File: src/rtl/wb_div_initiator_if.sv
`default_nettype none
// ============================================================================
//  Module      : wb_div_initiator_if
//  Description : Command/response and Wishbone master bundle for the serial
//                divider initiator.
//  Revision    : 1.0  initial release
// ============================================================================
interface wb_div_initiator_if #(
    parameter int WBW  = 32,
    parameter int XLEN = 32
);
    // local requester side
    logic              req_valid_i;
    logic              req_ready_o;
    logic [XLEN-1:0]   req_dividend_i;
    logic [XLEN-1:0]   req_divisor_i;
    logic              rsp_valid_o;
    logic              rsp_ready_i;
    logic [XLEN-1:0]   rsp_quot_o;
    logic [XLEN-1:0]   rsp_rem_o;
    logic [1:0]        rsp_err_o;
    // Wishbone side
    logic              wbm_cyc_o;
    logic              wbm_stb_o;
    logic              wbm_we_o;
    logic [WBW/8-1:0]  wbm_sel_o;
    logic [WBW-1:0]    wbm_adr_o;
    logic [WBW-1:0]    wbm_dat_o;
    logic              wbm_ack_i;
    logic [WBW-1:0]    wbm_dat_i;
    logic              busy_o;

    // initiator view
    modport master (
        input  req_valid_i, req_dividend_i, req_divisor_i, rsp_ready_i,
               wbm_ack_i, wbm_dat_i,
        output req_ready_o, rsp_valid_o, rsp_quot_o, rsp_rem_o, rsp_err_o,
               wbm_cyc_o, wbm_stb_o, wbm_we_o, wbm_sel_o, wbm_adr_o,
               wbm_dat_o, busy_o
    );

    // requester + bus slave view
    modport slave (
        output req_valid_i, req_dividend_i, req_divisor_i, rsp_ready_i,
               wbm_ack_i, wbm_dat_i,
        input  req_ready_o, rsp_valid_o, rsp_quot_o, rsp_rem_o, rsp_err_o,
               wbm_cyc_o, wbm_stb_o, wbm_we_o, wbm_sel_o, wbm_adr_o,
               wbm_dat_o, busy_o
    );
endinterface
`default_nettype wire

File: src/rtl/wb_div_initiator.sv
`default_nettype none
// ============================================================================
//  Module      : wb_div_initiator
//  Description : Wishbone initiator that loads the serial divider's operands,
//                starts it, polls FINI, reads quotient/remainder and returns
//                them on a valid/ready response port.
//  Revision    : 1.0  initial release
// ============================================================================
module wb_div_initiator #(
    parameter int              WBW         = 32,
    parameter int              XLEN        = 32,
    parameter logic [WBW-1:0]  BASE_ADDR   = WBW'(32'h3000_0000),
    parameter int              ACK_TIMEOUT = 16,
    parameter int              POLL_LIMIT  = 64,
    parameter int              POLL_GAP    = 2     // must be >= 1
) (
    input  wire logic           clk_i,
    input  wire logic           reset_ni,
    wb_div_initiator_if.master  bus
);

    localparam logic [3:0] S_IDLE     = 4'd0;
    localparam logic [3:0] S_WR_DVD   = 4'd1;
    localparam logic [3:0] S_WR_DVS   = 4'd2;
    localparam logic [3:0] S_WR_START = 4'd3;
    localparam logic [3:0] S_POLL     = 4'd4;
    localparam logic [3:0] S_GAP      = 4'd5;
    localparam logic [3:0] S_RD_Q     = 4'd6;
    localparam logic [3:0] S_RD_R     = 4'd7;
    localparam logic [3:0] S_RESP     = 4'd8;

    localparam logic [WBW-1:0] OFF_DVD   = WBW'(32'h00);
    localparam logic [WBW-1:0] OFF_DVS   = WBW'(32'h04);
    localparam logic [WBW-1:0] OFF_QUOT  = WBW'(32'h08);
    localparam logic [WBW-1:0] OFF_REM   = WBW'(32'h0C);
    localparam logic [WBW-1:0] OFF_FINI  = WBW'(32'h14);
    localparam logic [WBW-1:0] OFF_START = WBW'(32'h18);

    localparam int TO_W = $clog2(ACK_TIMEOUT + 1);
    localparam int PC_W = $clog2(POLL_LIMIT + 1);
    localparam int GP_W = $clog2(POLL_GAP + 1);
    localparam logic [TO_W-1:0] TO_LAST = TO_W'(ACK_TIMEOUT - 1);
    localparam logic [PC_W-1:0] PC_LAST = PC_W'(POLL_LIMIT - 1);
    localparam logic [GP_W-1:0] GP_LAST = GP_W'(POLL_GAP - 1);

    localparam logic [1:0] ERR_OK      = 2'd0;
    localparam logic [1:0] ERR_ACK_TO  = 2'd1;
    localparam logic [1:0] ERR_POLL    = 2'd2;
    localparam logic [1:0] ERR_DIVISOR = 2'd3;

    logic [3:0]       state;
    logic [XLEN-1:0]  dividend;
    logic [XLEN-1:0]  divisor;
    logic [XLEN-1:0]  quot;
    logic [XLEN-1:0]  rem;
    logic [1:0]       err;
    logic             stb;          // cyc and stb always move together
    logic [TO_W-1:0]  to_cnt;
    logic [PC_W-1:0]  poll_cnt;
    logic [GP_W-1:0]  gap_cnt;

    logic [WBW-1:0]   cur_adr;
    logic [WBW-1:0]   cur_dat;
    logic             cur_we;

    // Address / direction / write data of the transfer owned by the current state.
    always_comb begin
        cur_adr = '0;
        cur_dat = '0;
        cur_we  = 1'b0;
        case (state)
            S_WR_DVD: begin
                cur_adr = BASE_ADDR + OFF_DVD;
                cur_dat = WBW'(dividend);
                cur_we  = 1'b1;
            end
            S_WR_DVS: begin
                cur_adr = BASE_ADDR + OFF_DVS;
                cur_dat = WBW'(divisor);
                cur_we  = 1'b1;
            end
            S_WR_START: begin
                cur_adr = BASE_ADDR + OFF_START;
                cur_we  = 1'b1;
            end
            S_POLL:  cur_adr = BASE_ADDR + OFF_FINI;
            S_RD_Q:  cur_adr = BASE_ADDR + OFF_QUOT;
            S_RD_R:  cur_adr = BASE_ADDR + OFF_REM;
            default: cur_adr = '0;
        endcase
    end

    // Sequencer: one registered strobe per bus state, with an idle cycle on
    // entry so consecutive transfers are never back-to-back. The poll gap
    // raises the strobe itself so FINI reads are exactly POLL_GAP cycles apart.
    always_ff @(posedge clk_i or negedge reset_ni) begin
        if (!reset_ni) begin
            state    <= S_IDLE;
            dividend <= '0;
            divisor  <= '0;
            quot     <= '0;
            rem      <= '0;
            err      <= ERR_OK;
            stb      <= 1'b0;
            to_cnt   <= '0;
            poll_cnt <= '0;
            gap_cnt  <= '0;
        end else begin
            case (state)
                S_IDLE: begin
                    if (bus.req_valid_i) begin
                        dividend <= bus.req_dividend_i;
                        divisor  <= bus.req_divisor_i;
                        quot     <= '0;
                        rem      <= '0;
                        poll_cnt <= '0;
                        // the divider never finishes for divisor 0 or 1
                        if (bus.req_divisor_i[XLEN-1:1] == '0) begin
                            err   <= ERR_DIVISOR;
                            state <= S_RESP;
                        end else begin
                            err   <= ERR_OK;
                            state <= S_WR_DVD;
                        end
                    end
                end

                S_WR_DVD, S_WR_DVS, S_WR_START, S_POLL, S_RD_Q, S_RD_R: begin
                    if (!stb) begin
                        stb    <= 1'b1;
                        to_cnt <= '0;
                    end else if (bus.wbm_ack_i) begin
                        stb <= 1'b0;
                        case (state)
                            S_WR_DVD:   state <= S_WR_DVS;
                            S_WR_DVS:   state <= S_WR_START;
                            S_WR_START: state <= S_POLL;
                            S_POLL: begin
                                if (bus.wbm_dat_i[0]) begin
                                    state <= S_RD_Q;
                                end else if (poll_cnt == PC_LAST) begin
                                    err   <= ERR_POLL;
                                    state <= S_RESP;
                                end else begin
                                    poll_cnt <= poll_cnt + 1'b1;
                                    gap_cnt  <= '0;
                                    state    <= S_GAP;
                                end
                            end
                            S_RD_Q: begin
                                quot  <= bus.wbm_dat_i[XLEN-1:0];
                                state <= S_RD_R;
                            end
                            default: begin
                                rem   <= bus.wbm_dat_i[XLEN-1:0];
                                state <= S_RESP;
                            end
                        endcase
                    end else if (to_cnt == TO_LAST) begin
                        stb   <= 1'b0;
                        err   <= ERR_ACK_TO;
                        state <= S_RESP;
                    end else begin
                        to_cnt <= to_cnt + 1'b1;
                    end
                end

                S_GAP: begin
                    if (gap_cnt == GP_LAST) begin
                        stb    <= 1'b1;
                        to_cnt <= '0;
                        state  <= S_POLL;
                    end else begin
                        gap_cnt <= gap_cnt + 1'b1;
                    end
                end

                S_RESP: begin
                    if (bus.rsp_ready_i) begin
                        state <= S_IDLE;
                    end
                end

                default: begin
                    stb   <= 1'b0;
                    state <= S_IDLE;
                end
            endcase
        end
    end

    // Bus outputs are zero whenever no transfer is in flight.
    assign bus.wbm_cyc_o = stb;
    assign bus.wbm_stb_o = stb;
    assign bus.wbm_we_o  = stb & cur_we;
    assign bus.wbm_sel_o = {(WBW/8){stb}};
    assign bus.wbm_adr_o = stb ? cur_adr : '0;
    assign bus.wbm_dat_o = stb ? cur_dat : '0;

    assign bus.req_ready_o = (state == S_IDLE);
    assign bus.rsp_valid_o = (state == S_RESP);
    assign bus.rsp_quot_o  = quot;
    assign bus.rsp_rem_o   = rem;
    assign bus.rsp_err_o   = err;
    assign bus.busy_o      = (state != S_IDLE);

endmodule
`default_nettype wire
File: src/flat_wrapper.sv
// flat-port wrapper written by rule: the top's interface ports become plain ports
module wb_div_initiator_flat 
#(
    parameter int              WBW         = 32,
    parameter int              XLEN        = 32,
    parameter logic [WBW-1:0]  BASE_ADDR   = WBW'(32'h3000_0000),
    parameter int              ACK_TIMEOUT = 16,
    parameter int              POLL_LIMIT  = 64,
    parameter int              POLL_GAP    = 2                    
)
  (clk_i, reset_ni, bus_req_valid_i, bus_req_dividend_i, bus_req_divisor_i, bus_rsp_ready_i, bus_wbm_ack_i, bus_wbm_dat_i, bus_req_ready_o, bus_rsp_valid_o, bus_rsp_quot_o, bus_rsp_rem_o, bus_rsp_err_o, bus_wbm_cyc_o, bus_wbm_stb_o, bus_wbm_we_o, bus_wbm_sel_o, bus_wbm_adr_o, bus_wbm_dat_o, bus_busy_o);
  wb_div_initiator_if #(.WBW(WBW), .XLEN(XLEN)) bus_i ();
  input  wire logic clk_i;
  input  wire logic reset_ni;
  input wire logic [$bits(bus_i.req_valid_i)-1:0] bus_req_valid_i;
  input wire logic [$bits(bus_i.req_dividend_i)-1:0] bus_req_dividend_i;
  input wire logic [$bits(bus_i.req_divisor_i)-1:0] bus_req_divisor_i;
  input wire logic [$bits(bus_i.rsp_ready_i)-1:0] bus_rsp_ready_i;
  input wire logic [$bits(bus_i.wbm_ack_i)-1:0] bus_wbm_ack_i;
  input wire logic [$bits(bus_i.wbm_dat_i)-1:0] bus_wbm_dat_i;
  output wire logic [$bits(bus_i.req_ready_o)-1:0] bus_req_ready_o;
  output wire logic [$bits(bus_i.rsp_valid_o)-1:0] bus_rsp_valid_o;
  output wire logic [$bits(bus_i.rsp_quot_o)-1:0] bus_rsp_quot_o;
  output wire logic [$bits(bus_i.rsp_rem_o)-1:0] bus_rsp_rem_o;
  output wire logic [$bits(bus_i.rsp_err_o)-1:0] bus_rsp_err_o;
  output wire logic [$bits(bus_i.wbm_cyc_o)-1:0] bus_wbm_cyc_o;
  output wire logic [$bits(bus_i.wbm_stb_o)-1:0] bus_wbm_stb_o;
  output wire logic [$bits(bus_i.wbm_we_o)-1:0] bus_wbm_we_o;
  output wire logic [$bits(bus_i.wbm_sel_o)-1:0] bus_wbm_sel_o;
  output wire logic [$bits(bus_i.wbm_adr_o)-1:0] bus_wbm_adr_o;
  output wire logic [$bits(bus_i.wbm_dat_o)-1:0] bus_wbm_dat_o;
  output wire logic [$bits(bus_i.busy_o)-1:0] bus_busy_o;
  assign bus_i.req_valid_i = bus_req_valid_i;
  assign bus_i.req_dividend_i = bus_req_dividend_i;
  assign bus_i.req_divisor_i = bus_req_divisor_i;
  assign bus_i.rsp_ready_i = bus_rsp_ready_i;
  assign bus_i.wbm_ack_i = bus_wbm_ack_i;
  assign bus_i.wbm_dat_i = bus_wbm_dat_i;
  assign bus_req_ready_o = bus_i.req_ready_o;
  assign bus_rsp_valid_o = bus_i.rsp_valid_o;
  assign bus_rsp_quot_o = bus_i.rsp_quot_o;
  assign bus_rsp_rem_o = bus_i.rsp_rem_o;
  assign bus_rsp_err_o = bus_i.rsp_err_o;
  assign bus_wbm_cyc_o = bus_i.wbm_cyc_o;
  assign bus_wbm_stb_o = bus_i.wbm_stb_o;
  assign bus_wbm_we_o = bus_i.wbm_we_o;
  assign bus_wbm_sel_o = bus_i.wbm_sel_o;
  assign bus_wbm_adr_o = bus_i.wbm_adr_o;
  assign bus_wbm_dat_o = bus_i.wbm_dat_o;
  assign bus_busy_o = bus_i.busy_o;
  wb_div_initiator #(.WBW(WBW), .XLEN(XLEN), .BASE_ADDR(BASE_ADDR), .ACK_TIMEOUT(ACK_TIMEOUT), .POLL_LIMIT(POLL_LIMIT), .POLL_GAP(POLL_GAP)) u_core (.clk_i(clk_i), .reset_ni(reset_ni), .bus(bus_i));
endmodule
File: config.mk
export PLATFORM = sky130hd
export DESIGN_NAME = wb_div_initiator_flat
export DESIGN_NICKNAME = d
export VERILOG_FILES = /design/src/rtl/wb_div_initiator_if.sv /design/src/rtl/wb_div_initiator.sv /design/src/flat_wrapper.sv
export SDC_FILE = /design/constraint.sdc
export NUM_CORES = 1
export LEC_CHECK = 0
export ABC_AREA = 1
export CORE_MARGIN = 3
export CORE_UTILIZATION = 30
export DETAILED_ROUTE_END_ITERATION = 10
export PLACE_DENSITY = 0.64
export SLEW_MARGIN = 20
export SYNTH_ARGS = -nofsm -noshare
export SYNTH_HDL_FRONTEND = slang
export SYNTH_SLANG_ARGS = --single-unit
File: constraint.sdc
create_clock -name clk_i -period 1.8 [get_ports clk_i]
set_clock_uncertainty 0.15 [all_clocks]
set_input_delay 0.36 -clock clk_i [delete_from_list [all_inputs] [get_ports clk_i]]
set_output_delay 0.36 -clock clk_i [all_outputs]
set_load 0.01 [all_outputs]
== Word-level counts from Yosys, hierarchy flattened ==
Cells that the tools add are included.
Word-level totals
  register bits: 149
  input bits: 101
  logic and storage cells: 119
Operators by class
  $add $sub $neg: 3
  reductions and logical operators: 18
  equal/unequal tests: 28
  muxes and demuxes: 58
  bitwise gates (word level): 2
Operators with widths (number)
  32-bit 2-to-1 mux: 8
  32-bit case mux with 2 select lines: 3
  30-bit case mux with 6 select lines: 1
  7-bit 2-to-1 mux: 6
  4-bit 2-to-1 mux: 9
  31-bit logical NOT: 1
  30-bit 2-to-1 mux: 1
  2-bit 2-to-1 mux: 14
  7-bit AND reduction: 3
  5-bit 2-to-1 mux: 4
  4-bit case mux with 5 select lines: 1
  4-bit by 3-bit == test with 1-bit output (second input constant): 4
  4-bit case mux with 4 select lines: 1
  5-bit AND reduction: 3
  2-bit != test (second input constant): 7
  7-bit case mux with 2 select lines: 1
  5-bit case mux with 2 select lines: 1
  3-bit by 2-bit != test with 1-bit output (second input constant): 3
  3-bit != test (second input constant): 3
  4-bit by 2-bit == test with 1-bit output (second input constant): 2
  2-bit by 1-bit != test with 1-bit output (second input constant): 4
  2-bit case mux with 2 select lines: 2
  7-bit by 1-bit adder with 7-bit output (second input constant): 1
  7-bit by 6-bit == test with 1-bit output (second input constant): 1
  other kinds (19): 25

== Logic depth before layout (Yosys ltp) ==
Gate-level depths: netlist of the first run.
  word-level depth: 7
  mapped depth: 12
  mapped depth without buffers: 11

== Worst setup path before layout of the first run ==
No wires, ideal clock.
  kind: reg2out
  start point: reg u_core.state[2]
  end point: out bus_wbm_adr_o[29]
  setup slack: -0.296 ns
  arrival time: 1.586 ns
  cell stages (with the launch flop): 7
  path through: dfrtp_1 > o21ai_0 > nand2_1 > nor2_4 > clkbuf_1 > nor2_1 > buf_4
On the way
  cells in the longest elaborated chain, start to end: 3
Ends and longest elaborated chain
  start: declaration: line wb_div_initiator.sv:51  | logic [3:0] state;
  start signal: assignment: line wb_div_initiator.sv:98  | state <= S_IDLE;
  start signal: assignment: line wb_div_initiator.sv:120  | state <= S_RESP;
  start signal: assignment: line wb_div_initiator.sv:123  | state <= S_WR_DVD;
  4-bit by 3-bit == test with 1-bit output (tied with other cells): line wb_div_initiator.sv:71  | case (state)
  30-bit case mux with 6 select lines (*): line wb_div_initiator.sv:71
  30-bit 2-to-1 mux (*): line wb_div_initiator.sv:197  | assign bus.wbm_adr_o = stb ? cur_adr : '0;
  end: declaration: line flat_wrapper.sv:30  | output wire logic [$bits(bus_i.wbm_adr_o)-1:0] bus_wbm_adr_o;
Every way passes the cells marked *; elsewhere a longest branch is shown, timed or not.

== Final worst setup path of the first run ==
  start point: reg u_core.state[1]
  end point: reg u_core.rem[12], in the netlist u_core.bus.rsp_rem_o[12]
On the way
  cells in the longest elaborated chain, start to end: 4
Ends and longest elaborated chain
  4-bit by 1-bit == test with 1-bit output (tied with other cells): line wb_div_initiator.sv:109, wb_div_initiator.sv:134
  6-bit OR reduction or 5-bit OR reduction (tied branches)
  2-bit by 1-bit != test with 1-bit output (no source line) (tied with other cells)
  5-bit AND reduction (no source line)
  end signal: assignment: line wb_div_initiator.sv:155  | rem <= bus.wbm_dat_i[XLEN-1:0];
  end: declaration: line wb_div_initiator.sv:55  | logic [XLEN-1:0] rem;
Several ways; a longest one is shown, not always the timed one.
A chain may end at the register's enable or synchronous reset.

==> results of run 1 <==
==> layout by cell type (no fill, tap or decap), types with 19 or more instances in the layout <==
cell type,netlist,routed
nand2_2,1,91
o21ai_1,1,24
a21oi_2,0,30
nand4_1,49,49
conb_1,1,27
clkbuf_16,0,34
inv_1,86,76
buf_6,0,51
buf_4,39,82
dlymetal6s2s_1,0,66
nand2_4,1,65
nand3_1,77,40
nand3_2,1,31
nand2_1,273,118
dfrtp_1,149,145
buf_12,0,22
nor2_1,66,38
clkdlybuf4s50_1,0,99
nor2_2,5,19
buf_2,7,34
==> Yosys cell counts <==
| master | instances |
|---|---|
| conb_1 | 1 |
| nand3b_1 | 2 |
| inv_1 | 86 |
| nand2_1 | 273 |
| nor2_2 | 5 |
| a31oi_1 | 2 |
| inv_2 | 2 |
| a21oi_1 | 35 |
| ha_1 | 4 |
| buf_1 | 4 |
| xnor2_1 | 1 |
| mux2_2 | 33 |
| o21ai_0 | 46 |
| nand3_2 | 1 |
| buf_2 | 7 |
| o21ai_2 | 2 |
| buf_4 | 39 |
| nand3_1 | 77 |
| clkbuf_1 | 33 |
| xor2_1 | 3 |
| dfrtp_1 | 149 |
| nor2_4 | 2 |
| nor3_1 | 2 |
| nand2_2 | 1 |
| o21ai_1 | 1 |
| nand4_1 | 49 |
| nand2_4 | 1 |
| nor2_1 | 66 |
==> state kept, by name, summed over array words and instances, names as in the netlist <==
name                   flops
u_core.state               4
u_core.divisor            32
u_core.bus.rsp_err_o       2
u_core.bus.rsp_quot_o     32
u_core.dividend           32
u_core.bus.rsp_rem_o      32
u_core.poll_cnt            7
u_core.gap_cnt             2
u_core.bus.wbm_cyc_o       1
u_core.to_cnt              5
==> per-stage QoR <==
step                      power, W  util, %
after detailed placement   0.01751    44.28
after global placement     0.01733    44.28
after floorplan            0.01198        -
after global routing       0.03095    57.10
after CTS                  0.02340    48.82
final                      0.02947    57.10
==> cell families (layout without fill, tap and decap cells) <==
kind of cell	count (synthesis)	count (layout)	share of synthesized area [%]
AND/OR/NAND/NOR	479	479	27.62
buffers and inverters	171	512	10.63
flip-flops	149	149	49.73
AO/OA/AOI/OAI	86	86	5.874
multiplexers	33	33	4.957
adder cells (fa/ha/maj)	4	4	0.6676
XOR/XNOR	4	4	0.4674
other	1	27	0.05002
==> path summary, 6_finish.rpt <==
check | end | slack [ps]
worst max-delay path | u_core.bus.rsp_rem_o[12]$_DFFE_PN0P_ | -540
worst min-delay path | u_core.dividend[29]$_DFFE_PN0P_ | 280
worst max register to register | u_core.bus.rsp_rem_o[12]$_DFFE_PN0P_ | -540
worst min register to register | u_core.bus.rsp_rem_o[21]$_DFFE_PN0P_ | 330
max in group asynchronous | u_core.bus.rsp_rem_o[0]$_DFFE_PN0P_ | 650
min in group clk_i | u_core.bus.rsp_rem_o[21]$_DFFE_PN0P_ | 330
==> final cells by class <==
type,instances,area (um2)
Clock buffer,19,442.9
Clock inverter,13,171.4
Fill cell,2055,10500
Inverter,88,352.8
Multi-Input combinational cell,633,4459
Sequential cell,149,3734
Tap cell,324,405.4
Timing Repair Buffer,392,4402
==> timing repair <==
| action | CTS | global route |
|---|---|---|
| setup endpoints to repair | 260 | 256 |
| pin swaps | 21 | 59 |
| cloned | 4 | 24 |
| endpoints found under the hold margin | 32 | 0 |
| buffers inserted | 22 | 23 |
| hold buffers | 1 | 0 |
| resized for setup | 249 | 492 |
==> routing by layer <==
metal / global-route usage [%] / up-vias / part of all wire, %
met5: 0 / - / 0
met4: 5.075 / 0 / 1.9
met3: 5.422 / 47 / 7.8
met2: 29.88 / 345 / 50
met1: 23.93 / 3819 / 40
li1: - / 3663 / -
==> power groups by stage <==
stage,combinational (W),sequential (W),clock [W]
after floorplan,0.00655,0.00543,0
after global placement,0.0119,0.00545,0
after detailed placement,0.0121,0.00542,0
after CTS,0.0141,0.00540,0.00386
after global routing,0.0211,0.00586,0.00400
final,0.0199,0.00575,0.00379
==> run_results.csv, run 1 <==
group,metric,value,unit
finish,drive_above_1_share,45.29,%
power,p_sw,0.01310,W
timing,final-setup-viol-count,190,
placement,hpwl,17.08,mm
grt,grt_pass1_wl,38.95,mm
power,sw_frac_of_total,44.45,%
grt,grt_max_degree,40,
critical_path,r2r.worst_path.cells,16,
clock_tree,clock-sinks,149,
finish,fin_nets,1386,
power,power.internal,0.01637,W
grt,overflow,0,
power,clkPwrFrac,12.9,%
timing,fin_ws,-539.9,ps
critical_path,crit_fanout,8,
timing,hold_viol_final,0,
timing,period_minus_slack,2340,ps
timing,hold_slack,279.6,ps
critical_path,crit_arrival,2500,ps
critical_path,startpoint,"u_core.state[1]$_DFFE_PN0P_",
route,ant_nets,0,
power,seq_power_share,19.5,%
placement,gp_congestion,0.8461,
die,pin_count,241,
placement,io_buffers,213,
finish,diodes,0,
route,post-route-drc-count,0,
power,power_per_cell_area,2110,nW/um2
run_status,status,"finished with violations",
synth,synth_top_area_cell,"dfrtp_1",
synth,ys_seq_area_share,49.73,%
synth,netlist_area,7497,um2
power,peakVddDrop,1606,uV
die,rows,57,
flow_run,maxCapViolCount,0,
finish,fin_cells,1618,
clock_tree,clk_root_buffer_cell,"clkbuf_16",
placement,place_inst,1520,
critical_path,cp-start-kind,"register",
critical_path,crit_type,"reg2reg",
grt,grt_pass1_vias,7503,
placement,placed_area,10830,um2
timing,fin_setup_tns,-73900,ps
critical_path,path_depth,16,
power,comb_power_share,67.6,%
grt,antenna_found_initial,0,
hold_path,min_path_type,"in2async",
timing,rsz0062_at_grt,"true",
clock_tree,clk_latency,430,ps
timing,max_freq,427.4,MHz
timing,slew_viol_final,0,
critical_path,path_delay_family,"buffers and inverters",
critical_path,cp_cell_sequence,"inv_2 -> nor2_4 -> buf_6 -> nand2_4 -> nand2_4 -> buf_6 -> nor2_4 -> buf_6 -> buf_6 -> nand2_4 -> nand2_4 -> inv_4 -> nand3_4 -> clkbuf_16 -> nand2_2 -> nand2_1",
run_status,violations,"setup timing",
critical_path,critPathRequiredTime,1960,ps
die,die_h,164.1,um
finish,postLayoutCellArea,13970,um2
clock_tree,htreeDepth,4,
clock_tree,clockBufferDepth,2,
critical_path,critPathBufInv,7,
route,drt_iter0_markers,632,
die,start_util,30.65,%
die,die_w,164.1,um
clock_tree,cts_buffers,17,
route,viasPerCell,4.867,
die,die_area,26920,um2
synth,ys_warn_count,0,
synth,synth_area_leaders,"dfrtp_1 50%, nand2_1 14%, nand3_1 5.1%",
route,drt_wl_total,29.82,mm
critical_path,cp_slowest_cell,"dfrtp_1",
route,dr.pass1.iters,5,
route,vias,7874,
critical_path,endpoint_kind,"register",
route,wl_per_cell,18.43,um
synth,synth_top_area_share,49.73,%
clock_tree,cts_tree,"built",
synth,syn-mean-instance-area,8.088,um2
critical_path,timing.rr.start,"u_core.state[1]$_DFFE_PN0P_",
power,leakage,7.664,nW
clock_tree,clk_pin_slew,70,ps
synth,postSynthCellCount,927,
synth,synth_cell_types,28,
die,core-area,24460,um2
synth,ys_ff_latch,149,
grt,grt_use_total,18.40,%
timing,period_share,130.0,%
critical_path,slowest_delay,430,ps
finish,areaGrowthSynthToFinish,86.30,%
placement,place_ws,-516.6,ps
(Power assumes the default switching activity.)
==> run 2, diff against run 1 <==
TNS_END_PERCENT = 30   (was unset)
==> run_results.csv, run 2 (synthesized netlist as in run 1, its figures left out) <==
group,metric,value,unit
timing,final-setup-viol-count,186,
critical_path,cp-start-kind,"register",
critical_path,critPathRequiredTime,1290,ps
die,core-area,24460,um2
route,highest-signal-layer,"met4",
clock_tree,cts_tree,"built",
clock_tree,htreeDepth,4,
finish,fin_nets,1371,
grt,grt_max_degree,38,
critical_path,crit_arrival,1870,ps
finish,final_cell_mix,"234 x nand2_1, 148 x dfrtp_1, 99 x clkdlybuf4s50_1",
power,peakVddDrop,1356,uV
critical_path,endpoint_kind,"primary output",
grt,grt_pass1_vias,7570,
placement,gp_congestion,0.8227,
route,met3_length,2.456,mm
clock_tree,cts_buffers,17,
route,drt_iter0_markers,463,
route,viasPerCell,4.828,
die,die_area,26920,um2
finish,fin_cells,1603,
timing,hold_viol_final,0,
route,met2_length,13.78,mm
timing,rsz0062_at_grt,"true",
route,vias,7739,
critical_path,reg2reg_slack,-530,ps
timing,fin_setup_tns,-60890,ps
critical_path,crit_type,"reg2out",
route,dr.pass1.iters,5,
grt,antenna_found_initial,0,
die,die_h,164.1,um
clock_tree,clockBufferDepth,2,
critical_path,timing.rr.start,"u_core.state[1]$_DFFE_PN0P_",
placement,place_inst,1525,
critical_path,critPathBufInv,4,
clock_tree,clock-sinks,149,
timing,max_freq,419.5,MHz
power,leakage,6.402,nW
die,die_w,164.1,um
timing,period_minus_slack,2384,ps
critical_path,r2r-end,"u_core.bus.rsp_quot_o[13]$_DFFE_PN0P_",
critical_path,slowest_delay,410,ps
route,wl_per_cell,17.57,um
placement,hpwl,17.04,mm
timing,hold_slack,260.4,ps
finish,fill_cells,2242,
timing,slew_viol_final,0,
route,wl_met1,11.47,mm
critical_path,cp_cell_sequence,"buf_6 -> nor2_4 -> buf_6 -> buf_16 -> nand3_2 -> a21oi_2 -> buf_2",
power,power_per_cell_area,2097,nW/um2
flow_run,maxCapViolCount,0,
finish,diodes,0,
route,post-route-drc-count,0,
run_status,violations,"setup timing",
timing,period_share,132.4,%
die,rows,57,
placement,place_ws,-538.4,ps
critical_path,crit_fanout,8,
placement,io_buffers,213,
clock_tree,clk_pin_slew,70,ps
finish,drive_above_1_share,33.54,%
timing,fin_ws,-583.9,ps
critical_path,r2r.worst_path.cells,15,
clock_tree,clk_root_buffer_cell,"clkbuf_16",
critical_path,cp_slowest_cell,"dfrtp_1",
route,drt_wl_total,28.16,mm
die,start_util,30.65,%
finish,layout_commonest_cell,"nand2_1",
finish,areaGrowthSynthToFinish,69.99,%
grt,grt_pass1_wl,40.89,mm
hold_path,min_path_type,"in2async",
die,pin_count,241,
run_status,status,"finished with violations",
route,ant_nets,0,
critical_path,path_delay_family,"buffers and inverters",
grt,overflow,0,
critical_path,cp_common_cell,"buf_6",
clock_tree,clk_latency,420,ps
grt,grt_use_total,19.43,%
## run 2: cell count changes in the layout (fill, tap and decap cells not counted), moves of 14 or more
cell and delta:
buf_4 +15, nand2_2 -66, dlygate4sd2_1 +63, o21ai_2 -15, nand2_4 -51, nand2_1 +116
mux2_4 -16, mux2_2 +16, o21ai_0 +27, dlymetal6s2s_1 -63, buf_6 -14
## run 2: timing repair
| action | 4_1_cts | 5_1_grt |
|---|---|---|
| cloned | 12 | 7 |
| hold buffers | 1 | 0 |
| endpoints found under the hold margin | 27 | 0 |
| gates resized for setup | 335 | 148 |
| pin swaps | 61 | 65 |
| endpoints found under the setup margin | 239 | 199 |
| buffers inserted | 20 | 11 |
## run 2: layout make-up
| type | instances | area (um2) | share of cell area, % |
|---|---|---|---|
| Tap cell | 324 | 405.4 | 3.181 |
| Multi-Input combinational cell | 633 | 3889 | 30.51 |
| Inverter | 88 | 337.8 | 2.651 |
| Timing Repair Buffer | 377 | 3791 | 29.75 |
| Clock buffer | 20 | 446.7 | 3.505 |
| Sequential cell | 149 | 3730 | 29.27 |
| Clock inverter | 12 | 145.1 | 1.139 |
## run 2: report_power, final
part / switching [W] / internal (W)
Sequential: 0.000876 / 0.00464
Clock: 0.00154 / 0.00211
Combinational: 0.00941 / 0.00815
Total: 0.0118 / 0.0149
## run 2: worst max-delay path by stage
stage / from / end / slack [ps] / cells after the start
after floorplan: u_core.state[0]$_DFFE_PN0P_ / u_core.poll_cnt[3]$_DFFE_PN0P_ / -70 / 11
after global placement: u_core.state[0]$_DFFE_PN0P_ / bus_wbm_dat_o[4] / -520 / 8
after detailed placement: u_core.state[0]$_DFFE_PN0P_ / bus_wbm_dat_o[4] / -540 / 8
after CTS: u_core.state[0]$_DFFE_PN0P_ / bus_wbm_adr_o[2] / -540 / 8
after global routing: u_core.state[0]$_DFFE_PN0P_ / bus_wbm_dat_o[4] / -640 / 7
final: u_core.state[0]$_DFFE_PN0P_ / bus_wbm_dat_o[4] / -580 / 7
## run 2: worst reg2reg max path, stage by stage (launching register included)
cell	delay, ps
dfrtp_2	440
inv_2	100
nor2_4	60
buf_4	130
buf_6	110
nand2_4	60
nand2_4	70
nor2_4	190
buf_6	140
nor2_4	40
nor2_4	140
nand3_4	150
buf_6	160
buf_16	150
nand2_1	60
nand2_1	50
## run 2: layer usage
| layer | up-vias | track usage [%] |
|---|---|---|
| li1 | 3619 | - |
| met1 | 3736 | 24.36 |
| met2 | 347 | 32.94 |
| met3 | 37 | 5.801 |
| met4 | 0 | 4.614 |
| met5 | - | 0 |
## run 2: stage by stage
step                      total power, W  util, %  area [um2]
after floorplan                  0.01188        -        7714
after global placement           0.01766    44.48       10880
after detailed placement         0.01782    44.48       10880
after CTS                        0.02439    49.51       12110
after global routing             0.02816    52.10       12740
final                            0.02672    52.10       12740
